File: src/rtl/seq_alu.sv
// ============================================================================
// Module      : seq_alu
// Description : Multi-cycle N-bit ALU with start/busy/done handshake,
//               shift-add multiplier and restoring divider.
// Revision    : 1.0
// ============================================================================
`default_nettype none

module seq_alu #(
    parameter int N = 4
) (
    input  logic         clk,
    input  logic         rst_n,
    input  logic         start,
    input  logic [2:0]   op,
    input  logic [N-1:0] a,
    input  logic [N-1:0] b,
    output logic         busy,
    output logic         done,
    output logic [N-1:0] result_lo,
    output logic [N-1:0] result_hi,
    output logic         carry,
    output logic         zero,
    output logic         div_zero
);

    localparam int c_cnt_w = $clog2(N + 1);
    localparam logic [c_cnt_w-1:0] c_last = c_cnt_w'(N - 1);

    localparam logic [2:0] c_op_add = 3'b000;
    localparam logic [2:0] c_op_sub = 3'b001;
    localparam logic [2:0] c_op_and = 3'b010;
    localparam logic [2:0] c_op_or  = 3'b011;
    localparam logic [2:0] c_op_xor = 3'b100;
    localparam logic [2:0] c_op_mul = 3'b101;
    localparam logic [2:0] c_op_div = 3'b110;
    localparam logic [2:0] c_op_mod = 3'b111;

    typedef enum logic [1:0] {
        S_IDLE    = 2'd0,
        S_MUL_RUN = 2'd1,
        S_DIV_RUN = 2'd2,
        S_DONE    = 2'd3
    } state_t;

    state_t             r_state;
    logic [c_cnt_w-1:0] r_cnt;
    logic [2:0]         r_op;
    logic [N-1:0]       r_a;
    logic [N-1:0]       r_b;
    // Shared by both engines: product high half / partial remainder
    logic [N-1:0]       r_acc;
    // Multiplier bits being consumed / dividend bits becoming quotient
    logic [N-1:0]       r_q;

    logic [N:0]         w_add;
    logic [N-1:0]       w_alu_lo;
    logic               w_alu_carry;
    logic [N:0]         w_mul_sum;
    logic [N-1:0]       w_mul_acc;
    logic [N-1:0]       w_mul_q;
    logic [N:0]         w_trial;
    logic               w_fits;
    logic [N:0]         w_div_diff;
    logic [N-1:0]       w_div_rem;
    logic [N-1:0]       w_div_q;
    logic               w_is_div;

    always_comb begin
        w_add       = {1'b0, a} + {1'b0, b};
        w_alu_lo    = '0;
        w_alu_carry = 1'b0;
        case (op)
            c_op_add: begin
                w_alu_lo    = w_add[N-1:0];
                w_alu_carry = w_add[N];
            end
            c_op_sub: begin
                w_alu_lo    = a - b;
                w_alu_carry = (a >= b);
            end
            c_op_and: w_alu_lo = a & b;
            c_op_or:  w_alu_lo = a | b;
            c_op_xor: w_alu_lo = a ^ b;
            default:  w_alu_lo = '0;
        endcase
    end

    // One shift-add step: conditionally add multiplicand, then shift {acc,q} right
    always_comb begin
        w_mul_sum = {1'b0, r_acc} + (r_q[0] ? {1'b0, r_a} : {(N+1){1'b0}});
        w_mul_acc = w_mul_sum[N:1];
        w_mul_q   = {w_mul_sum[0], r_q[N-1:1]};
    end

    // One restoring step: shift next dividend bit into the remainder and try b
    always_comb begin
        w_trial    = {r_acc, r_q[N-1]};
        w_fits     = (w_trial >= {1'b0, r_b});
        w_div_diff = w_trial - {1'b0, r_b};
        w_div_rem  = w_fits ? w_div_diff[N-1:0] : w_trial[N-1:0];
        w_div_q    = {r_q[N-2:0], w_fits};
    end

    assign w_is_div = (op == c_op_div) || (op == c_op_mod);

    always_ff @(posedge clk) begin
        if (!rst_n) begin
            r_state   <= S_IDLE;
            r_cnt     <= '0;
            r_op      <= '0;
            r_a       <= '0;
            r_b       <= '0;
            r_acc     <= '0;
            r_q       <= '0;
            busy      <= 1'b0;
            done      <= 1'b0;
            result_lo <= '0;
            result_hi <= '0;
            carry     <= 1'b0;
            zero      <= 1'b0;
            div_zero  <= 1'b0;
        end else begin
            case (r_state)
                S_IDLE: begin
                    if (start) begin
                        r_op  <= op;
                        r_a   <= a;
                        r_b   <= b;
                        r_cnt <= '0;
                        if (op == c_op_mul) begin
                            r_acc   <= '0;
                            r_q     <= b;
                            busy    <= 1'b1;
                            r_state <= S_MUL_RUN;
                        end else if (w_is_div && (b != '0)) begin
                            r_acc   <= '0;
                            r_q     <= a;
                            busy    <= 1'b1;
                            r_state <= S_DIV_RUN;
                        end else if (w_is_div) begin
                            result_lo <= '1;
                            result_hi <= a;
                            carry     <= 1'b0;
                            zero      <= 1'b0;
                            div_zero  <= 1'b1;
                            done      <= 1'b1;
                            r_state   <= S_DONE;
                        end else begin
                            result_lo <= w_alu_lo;
                            result_hi <= '0;
                            carry     <= w_alu_carry;
                            zero      <= (w_alu_lo == '0);
                            div_zero  <= 1'b0;
                            done      <= 1'b1;
                            r_state   <= S_DONE;
                        end
                    end
                end
                S_MUL_RUN: begin
                    r_acc <= w_mul_acc;
                    r_q   <= w_mul_q;
                    r_cnt <= r_cnt + c_cnt_w'(1);
                    if (r_cnt == c_last) begin
                        result_lo <= w_mul_q;
                        result_hi <= w_mul_acc;
                        carry     <= 1'b0;
                        zero      <= ({w_mul_acc, w_mul_q} == '0);
                        div_zero  <= 1'b0;
                        busy      <= 1'b0;
                        done      <= 1'b1;
                        r_state   <= S_DONE;
                    end
                end
                S_DIV_RUN: begin
                    r_acc <= w_div_rem;
                    r_q   <= w_div_q;
                    r_cnt <= r_cnt + c_cnt_w'(1);
                    if (r_cnt == c_last) begin
                        if (r_op == c_op_div) begin
                            result_lo <= w_div_q;
                            result_hi <= w_div_rem;
                            zero      <= (w_div_q == '0);
                        end else begin
                            result_lo <= w_div_rem;
                            result_hi <= w_div_q;
                            zero      <= (w_div_rem == '0);
                        end
                        carry    <= 1'b0;
                        div_zero <= 1'b0;
                        busy     <= 1'b0;
                        done     <= 1'b1;
                        r_state  <= S_DONE;
                    end
                end
                S_DONE: begin
                    done    <= 1'b0;
                    r_cnt   <= '0;
                    r_state <= S_IDLE;
                end
                default: r_state <= S_IDLE;
            endcase
        end
    end

endmodule

`default_nettype wire
File: config.mk
export PLATFORM = sky130hd
export DESIGN_NAME = seq_alu
export DESIGN_NICKNAME = d
export VERILOG_FILES = /design/src/rtl/seq_alu.sv
export SDC_FILE = /design/constraint.sdc
export NUM_CORES = 1
export LEC_CHECK = 0
export CORE_MARGIN = 1.5
export CORE_UTILIZATION = 50
export DETAILED_ROUTE_END_ITERATION = 10
export PLACE_DENSITY = 0.71
export SYNTH_ARGS = -nofsm -noshare
export SYNTH_HDL_FRONTEND = slang
export SYNTH_SLANG_ARGS = --single-unit
File: constraint.sdc
create_clock -name clk -period 7.1 [get_ports clk]
set_input_delay 1.42 -clock clk [delete_from_list [all_inputs] [get_ports clk]]
set_output_delay 1.42 -clock clk [all_outputs]
set_load 0.01 [all_outputs]
==> flow_metrics.env <==
export IMPL_status="finished, final reports clean"
export IMPL_routed_wirelength_um=7490
export IMPL_slew_headroom_pct=27.5
export IMPL_hpwl_um=5580
export IMPL_start_util_pct=52.5
export IMPL_synth_nets=433
export IMPL_crit_start="b[0]"
export IMPL_track_usage_pct=25.7
export IMPL_cts_tree="built"
export IMPL_cp_endpoint="zero"
export IMPL_avgSynthCellArea_um2=7.59
export IMPL_worstMarginPinSlew_ns=1.09
export IMPL_required_ns=7.34
export IMPL_die_area_mm2=0.00636
export IMPL_num_antenna_cells=0
export IMPL_firstDrtPassIters=5
export IMPL_netlist_area_leader_share_pct=25.1
export IMPL_r2r_start="r_state[0]"
export IMPL_criticalPathCategory="input pin to register"
export IMPL_layout_cells_most_common="nand2_1"
export IMPL_ios=27
export IMPL_fin_nets=442
export IMPL_slew_viol_final=0
export IMPL_fillCellCount=541
export IMPL_synthCells=388
export IMPL_rr_endpoint="zero"
export IMPL_pre_cts_slack_ns=2.51
export IMPL_rsz0062_at_grt="false"
export IMPL_synth_flop_cell="dfxtp_1"
export IMPL_cp_max_fo=20
export IMPL_vias=2785
export IMPL_final_cell_mix="48 x nand2_1, 37 x dfxtp_1, 28 x nor2_1"
export IMPL_syn_to_final_growth_pct=13.0
export IMPL_wire_per_inst_um=15.9
export IMPL_syn_area_mm2=0.00295
export IMPL_insertion_delay_ns=0.30
export IMPL_postCtsSetupRepairBufs=0
export IMPL_fp_dieW_um=79.8
export IMPL_core_area_mm2=0.00561
export IMPL_remaining_drc_errors=0
export IMPL_dr_first_iter_drc_count=259
export IMPL_synth_async_sr_flop_share_pct=0
export IMPL_yosysWarnings=0
export IMPL_numCtsBuffers=5
export IMPL_peakVddDrop_v=0.000204
export IMPL_clkTransAtPathRegs_ns=0.08
export IMPL_finalHoldViolCount=0
export IMPL_yosys_area_top_type="dfxtp_1"
export IMPL_start_kind="input pin"
export IMPL_io_buffers=26
export IMPL_crit_arrival_ns=4.54
export IMPL_post_route_period_util_pct=60.6
export IMPL_via_per_inst=5.93
export IMPL_ff2ff_setup_slack_ns=4.09
export IMPL_antenna_found_initial=0
export IMPL_post_cts_resized=0
export IMPL_p_leak_nw=1.31
export IMPL_max_freq_mhz=232
export IMPL_gp_congestion=0.959
export IMPL_grt_pass1_wl_um=12800
export IMPL_skew_ns=0.00763
export IMPL_cts_buffer_depth=2
export IMPL_core_rowCount=27
export IMPL_ant_nets=0
export IMPL_min_path_type="register to register"
export IMPL_final_util_pct=59.4
export IMPL_maxCapViolCount=0
export IMPL_setup_viol=0
export IMPL_die_y_um=79.8
export IMPL_cts_root_buffer="clkbuf_8"
export IMPL_ys_seq_area_share_pct=25.1
export IMPL_r2r_cells=8
export IMPL_grt_pass1_vias=2596
export IMPL_synth_edf_count=0
export IMPL_end_kind="register"
export IMPL_post_route_min_period_ns=4.30
export IMPL_cts_htree_levels=2
export IMPL_overflow=0
export IMPL_finalSetupTns_ns=0
export IMPL_fin_ws_ns=2.80
export IMPL_ctsHoldBuffers=0
export IMPL_synth_area_leaders="dfxtp_1 25%, ha_1 11%, nand2_1 6.1%"
export IMPL_clock_sinks=37
export IMPL_synth_cell_type_count=51
export IMPL_p_per_area_mw_per_mm2=337
export IMPL_grt_max_degree=43
export IMPL_synth_seq_cells=37
export IMPL_drive_gt1_share_pct=4.02
per-stage QoR:
| stage | power, W | hold slack [ns] | std cells | instance area (um2) |
|---|---|---|---|---|
| global route | 0.00121 | 0.492 | 470 | 3330 |
| finish | 0.00112 | 0.462 | 470 | 3330 |
| detailed placement | 0.000921 | 0.454 | 462 | 3210 |
| CTS | 0.00112 | 0.466 | 470 | 3330 |
| global placement | 0.000913 | 0.448 | 462 | 3210 |
| floorplan | 0.000757 | 0.439 | 388 | 2950 |
sequential cells by signal (all words and copies together), names as in the netlist:
register   count
carry          1
r_b            4
result_lo      4
done           1
r_state        2
r_cnt          3
zero           1
r_op           3
r_a            4
r_q            4
busy           1
div_zero       1
r_acc          4
result_hi      4
where the power goes:
part / switching, W / internal [W] / leakage [nW]
clock network: 0.0000805 / 0.000114 / 0.0574
logic: 0.000374 / 0.000247 / 0.946
registers: 0.0000444 / 0.000264 / 0.303
total: 0.000499 / 0.000625 / 1.31
routing by layer:
metal | wire length [um] | share of wire (%) | global-route usage, %
met1 | 3550 | 47 | 37.3
met5 | 0 | 0 | 0
met4 | 85 | 1.1 | 6.38
met3 | 368 | 4.9 | 2.74
met2 | 3490 | 47 | 40.6
cell usage after synthesis (2+ instances only):
master	number
nand3_1	14
buf_2	4
xnor2_1	2
nand4b_1	2
a22oi_1	3
and2_1	7
nand2b_1	3
or2_2	4
a31oi_1	7
o31ai_1	4
a32oi_1	2
a41oi_1	2
nand3b_1	8
ha_1	27
nor3_1	7
mux2i_1	6
a311o_1	2
fa_1	4
a21boi_0	14
a21oi_1	23
nand2_1	48
a211oi_1	9
nand4_1	4
nor2b_1	13
o21a_1	3
inv_1	27
nor4_1	2
o21ai_0	17
clkbuf_1	20
o211a_1	2
xor2_1	3
nor3b_1	3
or4_1	2
a311oi_1	3
o211ai_1	4
dfxtp_1	37
nor2_1	28
o21bai_1	5
critical path, stage by stage:
cell and delay (ns):
clkdlybuf4s50_1 0.49, nor4_1 0.67, o211ai_1 0.20, a211oi_2 0.94
nand3_1 0.17, or4_1 0.55, nand4_1 0.10
logic make-up (layout without fill, tap and decap cells):
group	Yosys count	count (layout)	share of synthesized area, %
AO/OA/AOI/OAI	109	109	25.4
XOR/XNOR	5	5	1.49
adder cells (fa/ha/maj)	31	31	14.2
buffers and inverters	52	62	6.80
flip-flops	37	37	25.1
multiplexers	7	7	2.42
AND/OR/NAND/NOR	147	147	24.6
cell type report:
class                      instances  area [um2]  area share, %
multi-input combinational        299        2010           60.4
sequential                        37         741           22.2
timing repair buffer              27         268           8.04
inverter                          27         101           3.04
tap                               72        90.1           2.71
clock buffer                       6        82.6           2.48
clock inverter                     2        37.5           1.13
how the worst min path moves through the flow:
stage / start / end / depth (start not counted)
final: r_a[3] / r_a[3] / 2
after global routing: r_a[1] / r_a[1] / 2
after CTS: r_a[3] / r_a[3] / 2
after detailed placement: r_a[3] / r_a[3] / 2
after global placement: r_a[0] / r_a[0] / 2
after floorplan: r_a[2] / r_a[2] / 2
No activity file was read; power rests on OpenSTA's default activity.
